<file path="src/rtl/hazard_ctrl_if.sv">
// Pipeline <-> hazard controller signal bundle.
// master = pipeline side, slave = hazard_ctrl.
interface hazard_ctrl_if #(
    parameter int PERF_W = 32
);
    logic              id_valid;
    logic [4:0]        id_rs1;
    logic [4:0]        id_rs2;
    logic              id_uses_rs1;
    logic              id_uses_rs2;
    logic              ex_valid;
    logic [4:0]        ex_rd;
    logic              ex_mem_read;
    logic              ex_md_op;
    logic              ex_redirect_valid;
    logic              md_done;

    logic              md_start;
    logic              ex_md_sel;
    logic              stall_pc;
    logic              stall_ifid;
    logic              flush_ifid;
    logic              stall_idex;
    logic              flush_idex;
    logic              flush_exmem;
    logic              md_error;
    logic [PERF_W-1:0] perf_load_use;
    logic [PERF_W-1:0] perf_md_stall;
    logic [PERF_W-1:0] perf_redirect;

    modport master (
        output id_valid, id_rs1, id_rs2, id_uses_rs1, id_uses_rs2,
        output ex_valid, ex_rd, ex_mem_read, ex_md_op, ex_redirect_valid, md_done,
        input  md_start, ex_md_sel, stall_pc, stall_ifid, flush_ifid,
        input  stall_idex, flush_idex, flush_exmem, md_error,
        input  perf_load_use, perf_md_stall, perf_redirect
    );

    modport slave (
        input  id_valid, id_rs1, id_rs2, id_uses_rs1, id_uses_rs2,
        input  ex_valid, ex_rd, ex_mem_read, ex_md_op, ex_redirect_valid, md_done,
        output md_start, ex_md_sel, stall_pc, stall_ifid, flush_ifid,
        output stall_idex, flush_idex, flush_exmem, md_error,
        output perf_load_use, perf_md_stall, perf_redirect
    );
endinterface

</file>
<file path="src/rtl/hazard_ctrl.sv">
// Stall/flush sequencing for the 5-stage core: load-use bubbles, EX redirects, mul/div hold.
// Optional saturating performance counters are built when HAZARD_PERF_EN is defined.
module hazard_ctrl #(
    parameter int MD_TIMEOUT = 64,
    parameter int PERF_W     = 32
) (
    input  logic         clk,
    input  logic         rst_n,
    hazard_ctrl_if.slave hz
);
    localparam int CNT_W = $clog2(MD_TIMEOUT);
    localparam logic [CNT_W-1:0] TO_LAST = CNT_W'(MD_TIMEOUT - 1);

    typedef enum logic [1:0] {
        IDLE    = 2'd0,
        MD_BUSY = 2'd1,
        MD_DONE = 2'd2
    } state_t;

    state_t           state;
    logic [CNT_W-1:0] to_cnt;
    logic             md_err_q;

    logic md_trig;
    logic md_issue;
    logic md_hold;
    logic src_match;
    logic load_use;
    logic redirect;
    logic lu_stall;

    always_comb begin
        md_trig   = hz.ex_valid & hz.ex_md_op;
        md_issue  = (state == IDLE) & md_trig;
        md_hold   = md_issue | (state == MD_BUSY);
        src_match = (hz.id_uses_rs1 & (hz.id_rs1 == hz.ex_rd)) |
                    (hz.id_uses_rs2 & (hz.id_rs2 == hz.ex_rd));
        load_use  = (state == IDLE) & ~md_trig & hz.id_valid & hz.ex_valid &
                    hz.ex_mem_read & (hz.ex_rd != 5'd0) & src_match;
        // A redirect arriving with a new mul/div op is dropped; the op owns EX.
        redirect  = hz.ex_redirect_valid &
                    (((state == IDLE) & ~md_trig) | (state == MD_DONE));
        lu_stall  = load_use & ~redirect;
    end

    assign hz.md_start    = rst_n & md_issue;
    assign hz.ex_md_sel   = rst_n & (state == MD_DONE);
    assign hz.stall_pc    = rst_n & (md_hold | lu_stall);
    assign hz.stall_ifid  = rst_n & (md_hold | lu_stall);
    assign hz.flush_ifid  = rst_n & redirect;
    assign hz.stall_idex  = rst_n & md_hold;
    assign hz.flush_idex  = rst_n & (load_use | redirect);
    assign hz.flush_exmem = rst_n & md_hold;
    assign hz.md_error    = md_err_q;

    always_ff @(posedge clk or negedge rst_n) begin
        if (!rst_n) begin
            state    <= IDLE;
            to_cnt   <= '0;
            md_err_q <= 1'b0;
        end else begin
            case (state)
                IDLE: begin
                    if (md_trig) state <= MD_BUSY;
                end
                MD_BUSY: begin
                    to_cnt <= to_cnt + CNT_W'(1);
                    if (hz.md_done) begin
                        state <= MD_DONE;
                    end else if (to_cnt == TO_LAST) begin
                        md_err_q <= 1'b1;
                        state    <= MD_DONE;
                    end
                end
                MD_DONE: begin
                    to_cnt <= '0;
                    state  <= IDLE;
                end
                default: begin
                    to_cnt <= '0;
                    state  <= IDLE;
                end
            endcase
        end
    end

`ifdef HAZARD_PERF_EN
    logic [PERF_W-1:0] cnt_lu;
    logic [PERF_W-1:0] cnt_md;
    logic [PERF_W-1:0] cnt_rd;

    function automatic logic [PERF_W-1:0] sat_inc(input logic [PERF_W-1:0] v, input logic en);
        return (en && (v != {PERF_W{1'b1}})) ? v + PERF_W'(1) : v;
    endfunction

    always_ff @(posedge clk or negedge rst_n) begin
        if (!rst_n) begin
            cnt_lu <= '0;
            cnt_md <= '0;
            cnt_rd <= '0;
        end else begin
            cnt_lu <= sat_inc(cnt_lu, lu_stall);
            cnt_md <= sat_inc(cnt_md, md_hold);
            cnt_rd <= sat_inc(cnt_rd, redirect);
        end
    end

    assign hz.perf_load_use = cnt_lu;
    assign hz.perf_md_stall = cnt_md;
    assign hz.perf_redirect = cnt_rd;
`else
    assign hz.perf_load_use = '0;
    assign hz.perf_md_stall = '0;
    assign hz.perf_redirect = '0;
`endif
endmodule

</file>
<file path="src/flat_wrapper.sv">
// flat-port wrapper written by rule: the top's interface ports become plain ports
module hazard_ctrl_flat 
#(
    parameter int MD_TIMEOUT = 64,
    parameter int PERF_W     = 32
)
  (clk, rst_n, hz_id_valid, hz_id_rs1, hz_id_rs2, hz_id_uses_rs1, hz_id_uses_rs2, hz_ex_valid, hz_ex_rd, hz_ex_mem_read, hz_ex_md_op, hz_ex_redirect_valid, hz_md_done, hz_md_start, hz_ex_md_sel, hz_stall_pc, hz_stall_ifid, hz_flush_ifid, hz_stall_idex, hz_flush_idex, hz_flush_exmem, hz_md_error, hz_perf_load_use, hz_perf_md_stall, hz_perf_redirect);
  hazard_ctrl_if #(.PERF_W(PERF_W)) hz_i ();
  input  logic clk;
  input  logic rst_n;
  input wire logic [$bits(hz_i.id_valid)-1:0] hz_id_valid;
  input wire logic [$bits(hz_i.id_rs1)-1:0] hz_id_rs1;
  input wire logic [$bits(hz_i.id_rs2)-1:0] hz_id_rs2;
  input wire logic [$bits(hz_i.id_uses_rs1)-1:0] hz_id_uses_rs1;
  input wire logic [$bits(hz_i.id_uses_rs2)-1:0] hz_id_uses_rs2;
  input wire logic [$bits(hz_i.ex_valid)-1:0] hz_ex_valid;
  input wire logic [$bits(hz_i.ex_rd)-1:0] hz_ex_rd;
  input wire logic [$bits(hz_i.ex_mem_read)-1:0] hz_ex_mem_read;
  input wire logic [$bits(hz_i.ex_md_op)-1:0] hz_ex_md_op;
  input wire logic [$bits(hz_i.ex_redirect_valid)-1:0] hz_ex_redirect_valid;
  input wire logic [$bits(hz_i.md_done)-1:0] hz_md_done;
  output wire logic [$bits(hz_i.md_start)-1:0] hz_md_start;
  output wire logic [$bits(hz_i.ex_md_sel)-1:0] hz_ex_md_sel;
  output wire logic [$bits(hz_i.stall_pc)-1:0] hz_stall_pc;
  output wire logic [$bits(hz_i.stall_ifid)-1:0] hz_stall_ifid;
  output wire logic [$bits(hz_i.flush_ifid)-1:0] hz_flush_ifid;
  output wire logic [$bits(hz_i.stall_idex)-1:0] hz_stall_idex;
  output wire logic [$bits(hz_i.flush_idex)-1:0] hz_flush_idex;
  output wire logic [$bits(hz_i.flush_exmem)-1:0] hz_flush_exmem;
  output wire logic [$bits(hz_i.md_error)-1:0] hz_md_error;
  output wire logic [$bits(hz_i.perf_load_use)-1:0] hz_perf_load_use;
  output wire logic [$bits(hz_i.perf_md_stall)-1:0] hz_perf_md_stall;
  output wire logic [$bits(hz_i.perf_redirect)-1:0] hz_perf_redirect;
  assign hz_i.id_valid = hz_id_valid;
  assign hz_i.id_rs1 = hz_id_rs1;
  assign hz_i.id_rs2 = hz_id_rs2;
  assign hz_i.id_uses_rs1 = hz_id_uses_rs1;
  assign hz_i.id_uses_rs2 = hz_id_uses_rs2;
  assign hz_i.ex_valid = hz_ex_valid;
  assign hz_i.ex_rd = hz_ex_rd;
  assign hz_i.ex_mem_read = hz_ex_mem_read;
  assign hz_i.ex_md_op = hz_ex_md_op;
  assign hz_i.ex_redirect_valid = hz_ex_redirect_valid;
  assign hz_i.md_done = hz_md_done;
  assign hz_md_start = hz_i.md_start;
  assign hz_ex_md_sel = hz_i.ex_md_sel;
  assign hz_stall_pc = hz_i.stall_pc;
  assign hz_stall_ifid = hz_i.stall_ifid;
  assign hz_flush_ifid = hz_i.flush_ifid;
  assign hz_stall_idex = hz_i.stall_idex;
  assign hz_flush_idex = hz_i.flush_idex;
  assign hz_flush_exmem = hz_i.flush_exmem;
  assign hz_md_error = hz_i.md_error;
  assign hz_perf_load_use = hz_i.perf_load_use;
  assign hz_perf_md_stall = hz_i.perf_md_stall;
  assign hz_perf_redirect = hz_i.perf_redirect;
  hazard_ctrl #(.MD_TIMEOUT(MD_TIMEOUT), .PERF_W(PERF_W)) u_core (.clk(clk), .rst_n(rst_n), .hz(hz_i));
endmodule
</file>
<file path="config.mk">
export PLATFORM = sky130hd
export DESIGN_NAME = hazard_ctrl_flat
export DESIGN_NICKNAME = d
export VERILOG_FILES = /design/src/rtl/hazard_ctrl_if.sv /design/src/rtl/hazard_ctrl.sv /design/src/flat_wrapper.sv
export SDC_FILE = /design/constraint.sdc
export NUM_CORES = 1
export LEC_CHECK = 0
export ABC_AREA = 0
export CAP_MARGIN = 30
export CORE_AREA = 2 2 66 93
export DETAILED_ROUTE_END_ITERATION = 10
export DIE_AREA = 0 0 68 95
export GPL_TIMING_DRIVEN = 0
export PLACE_DENSITY = 0.67
export SETUP_SLACK_MARGIN = 0.02
export SLEW_MARGIN = 20
export SYNTH_ARGS = -nofsm -noshare
export SYNTH_HDL_FRONTEND = slang
export SYNTH_SLANG_ARGS = --single-unit
</file>
<file path="constraint.sdc">
create_clock -name clk -period 2 [get_ports clk]
set_clock_uncertainty 0.1 [all_clocks]
set_input_delay 0.3 -clock clk [delete_from_list [all_inputs] [get_ports clk]]
set_output_delay 0.3 -clock clk [all_outputs]
set_load 0.02 [all_outputs]
</file>
### Word-level counts from Yosys, hierarchy flattened

Index checks and enable logic that the tools add are counted.

| operators by class | value |
|---|---|
| bitwise gates (word level) | 26 |
| reduce and logical (&&, ||, !) cells | 4 |
| add/subtract/negate cells | 1 |
| eq/ne operators | 7 |
| muxes and demuxes | 5 |

Operator list:

| operator | count |
|---|---|
| 1-bit bitwise AND | 18 |
| 6-bit case mux with 2 select lines | 1 |
| 5-bit equality test | 2 |
| 6-bit by 1-bit adder with 6-bit output, second input constant | 1 |
| 6-bit equality test, second input constant | 1 |
| 2-bit 2-to-1 mux | 3 |
| 1-bit bitwise OR | 5 |
| 5-bit nonzero test | 1 |
| 2-bit case mux with 2 select lines | 1 |
| 3-bit != test, second input constant | 1 |
| 1-bit inverter | 3 |
| 3-bit AND reduction | 1 |
| 2-bit by 1-bit equality test with 1-bit output, second input constant | 1 |
| 2-bit equality test, second input constant | 1 |
| 2-bit logical NOT | 1 |
| 2-bit by 1-bit != test with 1-bit output, second input constant | 1 |
| 2-bit AND reduction | 1 |

| storage, ports and cells | value |
|---|---|
| bits in registers | 9 |
| bits of input ports | 25 |
| output and inout port bits | 105 |
| logic and storage cells | 46 |

### Depth between registers and ports, before layout

Gate-level depths: netlist of the first run.

| depth | value |
|---|---|
| depth after elaboration | 11 |
| mapped depth | 5 |
| gate-level depth less buffers | 5 |

### Least setup slack after synthesis of the first run

No wires, ideal clock.

| timing | value |
|---|---|
| path type | reg-to-output |
| start point | reg u_core.state[0] |
| end point | out hz_stall_pc |
| data required time | 1.600 ns |
| buffers on the path | 1 |
| slack | -0.226 ns |
| stages on the path, launching flop included | 6 |
| arrival | 1.826 ns |
| cell sequence | dfrtp_1 -> or3b_1 -> nor2_1 -> o21ai_0 -> o32ai_1 -> buf_4 |

| between the ends | value |
|---|---|
| word-level cells in the longest chain between the ends | 10 |
| elaborated cells on any way between the ends | 17 |
| those cells by class | eq/ne: 2; bitwise: 14; reduce/logical: 1 |

RTL lines:

| item | line | RTL |
|---|---|---|
| start: declaration | hazard_ctrl.sv:20 | `state_t state;` |
| start signal: assignment | hazard_ctrl.sv:58 | `state <= IDLE;` |
| start signal: assignment | hazard_ctrl.sv:64 | `if (md_trig) state <= MD_BUSY;` |
| start signal: assignment | hazard_ctrl.sv:69 | `state <= MD_DONE;` |
| 2-bit logical NOT | hazard_ctrl.sv:34, hazard_ctrl.sv:38, hazard_ctrl.sv:42 |  |
| 1-bit bitwise AND | hazard_ctrl.sv:38, hazard_ctrl.sv:42 |  |
| 1-bit bitwise AND (3 in a row) | hazard_ctrl.sv:38 | `load_use = (state == IDLE) & ~md_trig & hz.id_valid & hz.ex_valid &` |
| 1-bit bitwise AND (2 in a row) | hazard_ctrl.sv:39 | `hz.ex_mem_read & (hz.ex_rd != 5'd0) & src_match;` |
| 1-bit bitwise AND | hazard_ctrl.sv:43 | `lu_stall = load_use & ~redirect;` |
| 1-bit bitwise OR * | - |  |
| 1-bit bitwise AND * | - |  |
| end: declaration | flat_wrapper.sv:24 | `output wire logic [$bits(hz_i.stall_pc)-1:0] hz_stall_pc;` |

Mark *: on every way between the ends. The rest lies on a longest branch, timed or not.

### Final worst setup path of the first run

| timing | value |
|---|---|
| start point | reg u_core.state[0] |
| end point | out hz_stall_pc |

| between the ends | value |
|---|---|
| word-level cells in the longest chain between the ends | 10 |
| elaborated cells on any way between the ends | 17 |
| those cells by class | eq/ne: 2; bitwise: 14; reduce/logical: 1 |

RTL lines:

| item | line | RTL |
|---|---|---|
| 2-bit logical NOT | hazard_ctrl.sv:34, hazard_ctrl.sv:38, hazard_ctrl.sv:42 |  |
| 1-bit bitwise AND | hazard_ctrl.sv:38, hazard_ctrl.sv:42 |  |
| 1-bit bitwise AND (3 in a row) | hazard_ctrl.sv:38 |  |
| 1-bit bitwise AND (2 in a row) | hazard_ctrl.sv:39 |  |
| 1-bit bitwise AND | hazard_ctrl.sv:43 |  |
| 1-bit bitwise OR * | hazard_ctrl.sv:48 | `assign hz.stall_pc = rst_n & (md_hold \| lu_stall);` |
| 1-bit bitwise AND * | hazard_ctrl.sv:48 |  |

Marks and branches as above.

==> flow_metrics.env, run 1 <==
export IMPL_fin_crit_ps=2140
export IMPL_synth_seq_cells=9
export IMPL_gp_congestion=0.729
export IMPL_leakage_nw=1.35
export IMPL_grt_max_degree=14
export IMPL_fp_dieW_um=68
export IMPL_grt_pass1_vias=939
export IMPL_async_flop_share=1.00
export IMPL_antenna_found_initial=0
export IMPL_hp_class="input pin to async pin"
export IMPL_drive_gt1_frac=0.445
export IMPL_clk_pin_slew_ps=40
export IMPL_hold_viol_final=9
export IMPL_endpoint_kind="output port"
export IMPL_die_h_um=95
export IMPL_violations="hold timing, setup timing"
export IMPL_insertion_delay_ps=230
export IMPL_drt_iter0_drc=14
export IMPL_fmax_ghz=0.467
export IMPL_syn_area_um2=1360
export IMPL_yosys_cell_types_count=30
export IMPL_syn_to_final_growth_pct=65.8
export IMPL_die_area_um2=6460
export IMPL_viasPerCell=3.20
export IMPL_num_io_pins=130
export IMPL_drc=0
export IMPL_status="complete, but fails checks"
export IMPL_criticalPathCategory="register to output port"
export IMPL_syn_inst=168
export IMPL_grt_pass1_wl_um=4280
export IMPL_peakVddDrop_mv=0.290
export IMPL_fill_cells=596
export IMPL_rsz0062_at_grt="true"
export IMPL_synth_top_area_share=0.546
export IMPL_clockBufferDepth=2
export IMPL_syn_area_per_cell_um2=8.10
export IMPL_h_tree_depth=1
export IMPL_fin_cells=371
export IMPL_io_buffers=33
export IMPL_cp_max_fo=2
export IMPL_yosysSeqAreaShare=0.166
export IMPL_startpoint_type="register"
export IMPL_drtAntennaViolNets=0
export IMPL_place_ws_ps=-1270
export IMPL_placed_cells=366
export IMPL_first_pass_iters=4
export IMPL_clkSinkCount=9
export IMPL_fin_hold_ws_ps=-169
export IMPL_cts_root_buf="clkbuf_8"
export IMPL_start_util=0.239
export IMPL_arrival_ps=1740
export IMPL_cap_violations=0
export IMPL_cts_tree="yes"
export IMPL_grt_util_all_layers=0.0861
export IMPL_synth_ff_type="dfrtp_1"
export IMPL_synth_edf_count=0
export IMPL_wl_um=3170
export IMPL_grt_overflow_total=0
export IMPL_place_hpwl_um=2780
export IMPL_slew_viol_final=0
export IMPL_ys_warnings_count=0
export IMPL_setup_ws_ps=-141
export IMPL_totalPowerFinal_mw=1.03
export IMPL_numCtsBuffers=3
export IMPL_fin_crit_sh=1.07
export IMPL_core_area_um2=5700
export IMPL_rows=33
export IMPL_final_setup_viol_count=2
export IMPL_nNetsFinal=328
export IMPL_synth_commonest_cells="99 x buf_4, 12 x nor2_1, 11 x xor2_1"
export IMPL_dr_total_vias=1188
export IMPL_power_density_nw_per_um2=456
export IMPL_synth_largest_area_cell="buf_4"
export IMPL_insertedDiodeCount=0
export IMPL_post_drt_wl_per_cell_um=8.53
export IMPL_yosys_top_cells_area="buf_4 55%, dfrtp_1 17%, xor2_1 7.1%, nor2_1 3.3%, xnor2_1 1.9%"
export IMPL_yosysMostFrequentCell="buf_4"
export IMPL_required_ps=1600
## cells by family after synthesis
kind of cell | synth area share
AND/OR/NAND/NOR | 0.119
other | 0.00276
XOR/XNOR | 0.0902
multiplexers | 0.00736
buffers and inverters | 0.552
flip-flops | 0.166
AO/OA/AOI/OAI | 0.0543
adder cells (fa/ha/maj) | 0.00920
## routing by layer
metal	up-vias	GRT usage	share of wire	wire (um)
li1	604	-	-	-
met5	-	0	0	0
met1	485	0.0782	0.28	898
met3	2	0.0334	0.20	623
met4	0	0.0250	0.0060	19
met2	97	0.168	0.51	1620
## report_power, final
group | internal (mW) | total [mW] | switching (mW)
registers | 0.221 | 0.254 | 0.0332
clock network | 0.139 | 0.210 | 0.0708
logic | 0.255 | 0.565 | 0.310
total | 0.614 | 1.03 | 0.414
## what timing repair did
item	4_1_cts	5_1_grt
gates resized for setup	69	31
endpoints found under the hold margin	9	9
endpoints found under the setup margin	8	6
pin swaps	10	7
setup buffers	1	0
## registers in the layout (all words and copies together) (netlist names)
signal / flops
u_core.hz.md_error: 1
u_core.state: 2
u_core.to_cnt: 6
## layout make-up
cell class / instances / area (um^2) / share of cell area
multi-input combinational: 153 / 842 / 0.373
buffer: 100 / 748 / 0.332
timing repair buffer: 34 / 303 / 0.134
sequential: 9 / 225 / 0.0999
tap: 70 / 87.6 / 0.0388
clock buffer: 4 / 45.0 / 0.0200
inverter: 1 / 3.75 / 0.00166
## worst max-delay path: stages (launching register included)
cell     delay (ps)
dfrtp_1         370
or3b_4          420
nor2_4          120
o21ai_4          80
o32ai_4         270
buf_4           150
buf_6           100
## per-stage QoR
stage,hold slack [ps],utilization,TNS [ps],instance area [um^2]
after floorplan,-95.6,-,0,1740
after CTS,-163,0.386,-289,2200
after global routing,-156,0.396,-377,2250
after detailed placement,365,0.378,-6220,2150
after global placement,371,0.378,-6080,2150
final,-169,0.396,-211,2250
## layout by cell type (no fill, tap or decap), types with 2 or more instances in the layout
| master | count |
|---|---|
| xor2_2 | 3 |
| dlygate4sd2_1 | 8 |
| xor2_1 | 8 |
| and2_1 | 3 |
| buf_4 | 102 |
| a21oi_1 | 3 |
| clkdlybuf4s15_1 | 3 |
| xnor2_1 | 2 |
| nor2_1 | 10 |
| dfrtp_1 | 9 |
| clkbuf_2 | 3 |
| clkbuf_8 | 3 |
| buf_6 | 3 |
| nor4_2 | 2 |
| buf_2 | 4 |
| and3_1 | 2 |
| nand2_1 | 3 |
| clkdlybuf4s50_1 | 7 |
| conb_1 | 96 |
## worst paths after layout
check / slack [ps] / cells after the start / end / from
worst min-delay path: -170 / 1 / u_core.hz.md_error / rst_n
worst min register to register: 370 / 1 / u_core.hz.md_error / u_core.hz.md_error
worst max-delay path: -140 / 6 / hz_stall_pc / u_core.state[0]
min in group clk: 370 / 1 / u_core.hz.md_error / u_core.hz.md_error
worst max register to register: 580 / 5 / u_core.state[0] / u_core.to_cnt[0]
max in group asynchronous: 1800 / 1 / u_core.state[1] / rst_n
Note: power is estimated with default switching activity, not from simulation.
==> run 2: changes to the inputs <==
--- a/config.mk
+++ b/config.mk
@@ -5,13 +5,12 @@
 export SDC_FILE = /design/constraint.sdc
 export NUM_CORES = 1
 export LEC_CHECK = 0
-export ABC_AREA = 0
 export CAP_MARGIN = 30
 export CORE_AREA = 2 2 66 93
 export DETAILED_ROUTE_END_ITERATION = 10
 export DIE_AREA = 0 0 68 95
+export DONT_BUFFER_PORTS = 1
 export GPL_TIMING_DRIVEN = 0
-export PLACE_DENSITY = 0.67
 export SETUP_SLACK_MARGIN = 0.02
 export SLEW_MARGIN = 20
 export SYNTH_ARGS = -nofsm -noshare
==> run 2 against run 1 <==
The run ends with setup timing left. Cell area fell by 15%. Combinational power decreased by 12%. Clock-buffer cell count did not move. Die area unchanged. Clock power is essentially flat.
==> flow_metrics.env, run 2 (synthesized netlist as in run 1, its figures left out) <==
export IMPL_setup_ws_ps=-185
export IMPL_startpoint_type="register"
export IMPL_fin_cells=340
export IMPL_largest_reg_flops=6
export IMPL_hp_class="input pin to register"
export IMPL_fill_cells=587
export IMPL_wl_um=2730
export IMPL_regMostFlops="u_core.to_cnt"
export IMPL_clkSinkCount=9
export IMPL_endpoint_kind="output port"
export IMPL_place_hpwl_um=2480
export IMPL_cts_tree="yes"
export IMPL_cap_violations=0
export IMPL_h_tree_depth=1
export IMPL_post_drt_wl_per_cell_um=8.01
export IMPL_nNetsFinal=297
export IMPL_clockBufferDepth=2
export IMPL_cp_startpoint="u_core.state[0]"
export IMPL_worstRegToRegCells=5
export IMPL_fin_crit_sh=1.09
export IMPL_grt_max_degree=11
export IMPL_required_ps=1600
export IMPL_reg2reg_slack_ps=540
export IMPL_viasPerCell=2.99
export IMPL_drt_iter0_drc=16
export IMPL_rsz0062_at_grt="true"
export IMPL_rows=33
export IMPL_num_io_pins=130
export IMPL_final_common_cell="buf_4"
export IMPL_grt_pass1_vias=815
export IMPL_fmax_ghz=0.458
export IMPL_cts_root_buf="clkbuf_8"
export IMPL_gp_congestion=0.712
export IMPL_leakage_nw=1.17
export IMPL_io_buffers=0
export IMPL_min_path_cells=2
export IMPL_arrival_ps=1780
export IMPL_final_setup_viol_count=3
export IMPL_criticalPathCategory="register to output port"
export IMPL_insertion_delay_ps=230
export IMPL_die_area_um2=6460
export IMPL_violations="setup timing"
export IMPL_r2r_start="u_core.state[0]"
export IMPL_fin_crit_ps=2180
export IMPL_slew_viol_final=0
export IMPL_fp_dieW_um=68
export IMPL_numCtsBuffers=3
export IMPL_fin_tns_setup_ps=-341
export IMPL_syn_to_final_growth_pct=41.6
export IMPL_power_density_nw_per_um2=500
export IMPL_hold_viol_final=0
export IMPL_status="complete, but fails checks"
export IMPL_grt_util_all_layers=0.0761
export IMPL_multi_input_area_um2=787
export IMPL_die_h_um=95
export IMPL_drc=0
export IMPL_insertedDiodeCount=0
export IMPL_cp_max_fo=2
export IMPL_dr_total_vias=1015
export IMPL_area_sequential_um2=225
export IMPL_core_area_um2=5700
export IMPL_placed_cells=333
export IMPL_totalPowerFinal_mw=0.962
export IMPL_hold_end="u_core.state[1]"
export IMPL_first_pass_iters=4
export IMPL_min_from="hz_md_done"
export IMPL_grt_overflow_total=0
export IMPL_fin_hold_ws_ps=147
export IMPL_peakVddDrop_mv=0.140
export IMPL_clk_pin_slew_ps=40
export IMPL_final_cell_mix="100 x buf_4, 96 x conb_1, 11 x xor2_1"
export IMPL_start_util=0.239
export IMPL_antenna_found_initial=0
export IMPL_grt_pass1_wl_um=3580
export IMPL_drtAntennaViolNets=0
export IMPL_drive_gt1_frac=0.422
export IMPL_rr_endpoint="u_core.to_cnt[5]"
[run 2: cell type report]
class	instances	share of cell area
well taps	70	0.0455
inverters	1	0.00195
plain buffers	100	0.391
multi-input cells	153	0.409
clock buffers	4	0.0234
flip-flops and latches	9	0.117
repair buffers	3	0.0130
[run 2: metrics by stage]
step | instance area, um^2 | worst slack (ps) | utilization
floorplan | 1740 | 84.4 | -
global placement | 1820 | -40.1 | 0.320
detailed placement | 1820 | -55.0 | 0.320
CTS | 1900 | -210 | 0.334
global route | 1930 | -265 | 0.338
finish | 1930 | -185 | 0.338
[run 2: metal layers]
layer | GRT usage | vias up | part of all wire
li1 | - | 545 | -
met4 | 0.0250 | 0 | 0.0033
met2 | 0.151 | 81 | 0.54
met1 | 0.0589 | 387 | 0.27
met5 | 0 | - | 0
met3 | 0.0405 | 2 | 0.19
[run 2: timing repair]
action | CTS | global route
pin swaps | 2 | 1
setup buffers | 1 | 1
hold endpoints to repair | 9 | 0
setup endpoints to repair | 4 | 4
hold buffers | 1 | 0
gates resized for setup | 4 | 7
[run 2: how the worst max path moves through the flow]
stage / cells after the start / slack, ps / endpoint
6_report: 5 / -180 / hz_stall_pc
3_5_place_dp: 5 / -50 / hz_stall_pc
4_1_cts: 5 / -210 / hz_stall_pc
5_1_grt: 5 / -260 / hz_stall_pc
3_3_place_gp: 5 / -40 / hz_stall_pc
2_1_floorplan: 5 / 80 / hz_stall_pc
[run 2: power by group]
group / switching [mW] / internal, mW
clock: 0.0706 / 0.139
combinational: 0.286 / 0.211
sequential: 0.0345 / 0.221
[run 2: critical path, cell delays in order, from the launching register on]
cell     delay (ps)
dfrtp_1         370
or3b_4          420
nor2_4           90
o21ai_2          80
o32ai_4         410
buf_6           180
==> run 3: changes to the inputs <==
==> constraint.sdc (replaced) <==
create_clock -name clk -period 1.8 [get_ports clk]
set_clock_uncertainty 0.1 [all_clocks]
set_input_delay 0.27 -clock clk [delete_from_list [all_inputs] [get_ports clk]]
set_output_delay 0.27 -clock clk [all_outputs]
set_load 0.02 [all_outputs]
==> run 3 against run 2 <==
The run still ends with setup timing left. Sequential share of layout area hardly changed. Total power grew 11%. Core utilization up 0.11 points. Via count grew 0.79%. Combinational power increased by 11%. Routed wire length is 1.1% higher. Critical path depth stayed put. Critical endpoint unchanged. Cell area increased by 0.32%. Cell count decreased by 0.59%. Highest routed layer unchanged. Clock power rose by 11%.
==> flow_metrics.env, run 3 (synthesized netlist as in run 1, its figures left out) <==
export IMPL_status="complete, but fails checks"
export IMPL_violations="setup timing"
export IMPL_hold_viol_final=0
export IMPL_antenna_found_initial=0
export IMPL_share_seq_of_total_power=0.263
export IMPL_rows=33
export IMPL_pwr_share_comb=0.519
export IMPL_placed_area_um2=1830
export IMPL_syn_to_final_growth_pct=42.0
export IMPL_viasPerCell=3.03
export IMPL_cp_max_fo=2
export IMPL_cap_violations=0
export IMPL_final_setup_viol_count=3
export IMPL_insertedDiodeCount=0
export IMPL_intPower_mw=0.635
export IMPL_h_tree_depth=1
export IMPL_grt_pass1_vias=743
export IMPL_regMostFlops="u_core.to_cnt"
export IMPL_power_density_nw_per_um2=553
export IMPL_min_from="hz_md_done"
export IMPL_clkPwrFrac=0.218
export IMPL_drtAntennaViolNets=0
export IMPL_r2r_start="u_core.to_cnt[0]"
export IMPL_dr_total_vias=1023
export IMPL_nNetsFinal=295
export IMPL_largest_reg_flops=6
export IMPL_die_h_um=95
export IMPL_cp_startpoint="u_core.state[0]"
export IMPL_core_area_um2=5700
export IMPL_fin_crit_sh=1.20
export IMPL_grt_util_all_layers=0.0747
export IMPL_num_io_pins=130
export IMPL_drt_iter0_drc=17
export IMPL_final_cell_mix="97 x buf_4, 96 x conb_1, 11 x xor2_1"
export IMPL_endpoint_kind="output port"
export IMPL_design_area_um2=1930
export IMPL_io_buffers=0
export IMPL_post_drt_wl_per_cell_um=8.15
export IMPL_wl_um=2750
export IMPL_numCtsBuffers=3
export IMPL_first_pass_iters=4
export IMPL_drc=0
export IMPL_insertion_delay_ps=230
export IMPL_fmax_ghz=0.463
export IMPL_clockBufferDepth=2
export IMPL_setup_ws_ps=-359
export IMPL_grt_pass1_wl_um=3480
export IMPL_fp_dieW_um=68
export IMPL_totalPowerFinal_mw=1.07
export IMPL_fin_crit_ps=2160
export IMPL_gp_congestion=0.694
export IMPL_leakage_nw=1.17
export IMPL_criticalPathCategory="register to output port"
export IMPL_swShare=0.406
export IMPL_arrival_ps=1790
export IMPL_fin_tns_setup_ps=-739
export IMPL_place_hpwl_um=2480
export IMPL_slew_viol_final=0
export IMPL_rsz0062_at_grt="true"
export IMPL_final_common_cell="buf_4"
export IMPL_placed_cells=333
export IMPL_clkSinkCount=9
export IMPL_startpoint_type="register"
export IMPL_start_util=0.239
export IMPL_grt_max_degree=11
export IMPL_fin_cells=338
export IMPL_hp_class="input pin to register"
export IMPL_cts_root_buf="clkbuf_8"
export IMPL_drive_gt1_frac=0.422
export IMPL_clk_pin_slew_ps=50
export IMPL_peakVddDrop_mv=0.178
export IMPL_p_sw_mw=0.433
export IMPL_die_area_um2=6460
export IMPL_required_ps=1430
export IMPL_grt_overflow_total=0
export IMPL_cts_tree="yes"
run 3: per-layer routing:
| layer | wire, um | global-route usage | vias up |
|---|---|---|---|
| li1 | - | - | 541 |
| met1 | 809 | 0.0610 | 390 |
| met5 | 0 | 0 | - |
| met3 | 505 | 0.0358 | 5 |
| met4 | 33 | 0.0300 | 0 |
| met2 | 1410 | 0.145 | 87 |
run 3: worst paths after layout:
path / slack (ps) / cells past startpoint / endpoint
setup / recovery: -360 / 5 / hz_stall_pc
hold / removal: 100 / 2 / u_core.state[1]
setup reg to reg: 410 / 5 / u_core.state[0]
hold reg to reg: 450 / 2 / u_core.to_cnt[5]
max in group asynchronous: 980 / 1 / u_core.to_cnt[0]
min in group asynchronous: 310 / 1 / u_core.to_cnt[4]
run 3: area by class of cell:
type                            count  area, um^2
Buffer                             99         751
Timing Repair Buffer                2        17.5
Tap cell                           70        87.6
Sequential cell                     9         225
Multi-Input combinational cell    153         802
Fill cell                         598        3770
Inverter                            1        3.75
Clock buffer                        4        45.0
run 3: critical path, stage by stage, from the launching register on:
cell and delay, ps:
dfrtp_1 380, or3b_4 420, nor2_4 120, o21ai_2 90, o32ai_4 370, buf_6 180
run 3: timing repair:
action | CTS | global route
buffers inserted | 1 | 0
hold buffers | 1 | 0
gates resized for setup | 14 | 0
gates cloned | 0 | 0
hold endpoints to repair | 9 | 0
endpoints found under the setup margin | 5 | 5
pin swaps | 3 | 0
run 3: power by group through the flow:
stage          clock, mW  combinational [mW]  sequential [mW]
2_1_floorplan          0               0.494            0.276
3_3_place_gp           0               0.516            0.281
3_5_place_dp           0               0.521            0.284
4_1_cts            0.242               0.553            0.281
5_1_grt            0.254               0.609            0.289
6_report           0.233               0.554            0.281
run 3: stage by stage:
stage / hold WS (ps) / utilization / setup WS, ps
after CTS: 95.6 / 0.340 / -383
final: 96.4 / 0.339 / -359
after global placement: -125 / 0.321 / -205
after global routing: 98.0 / 0.339 / -443
after detailed placement: -125 / 0.321 / -214
after floorplan: -126 / - / -48.6
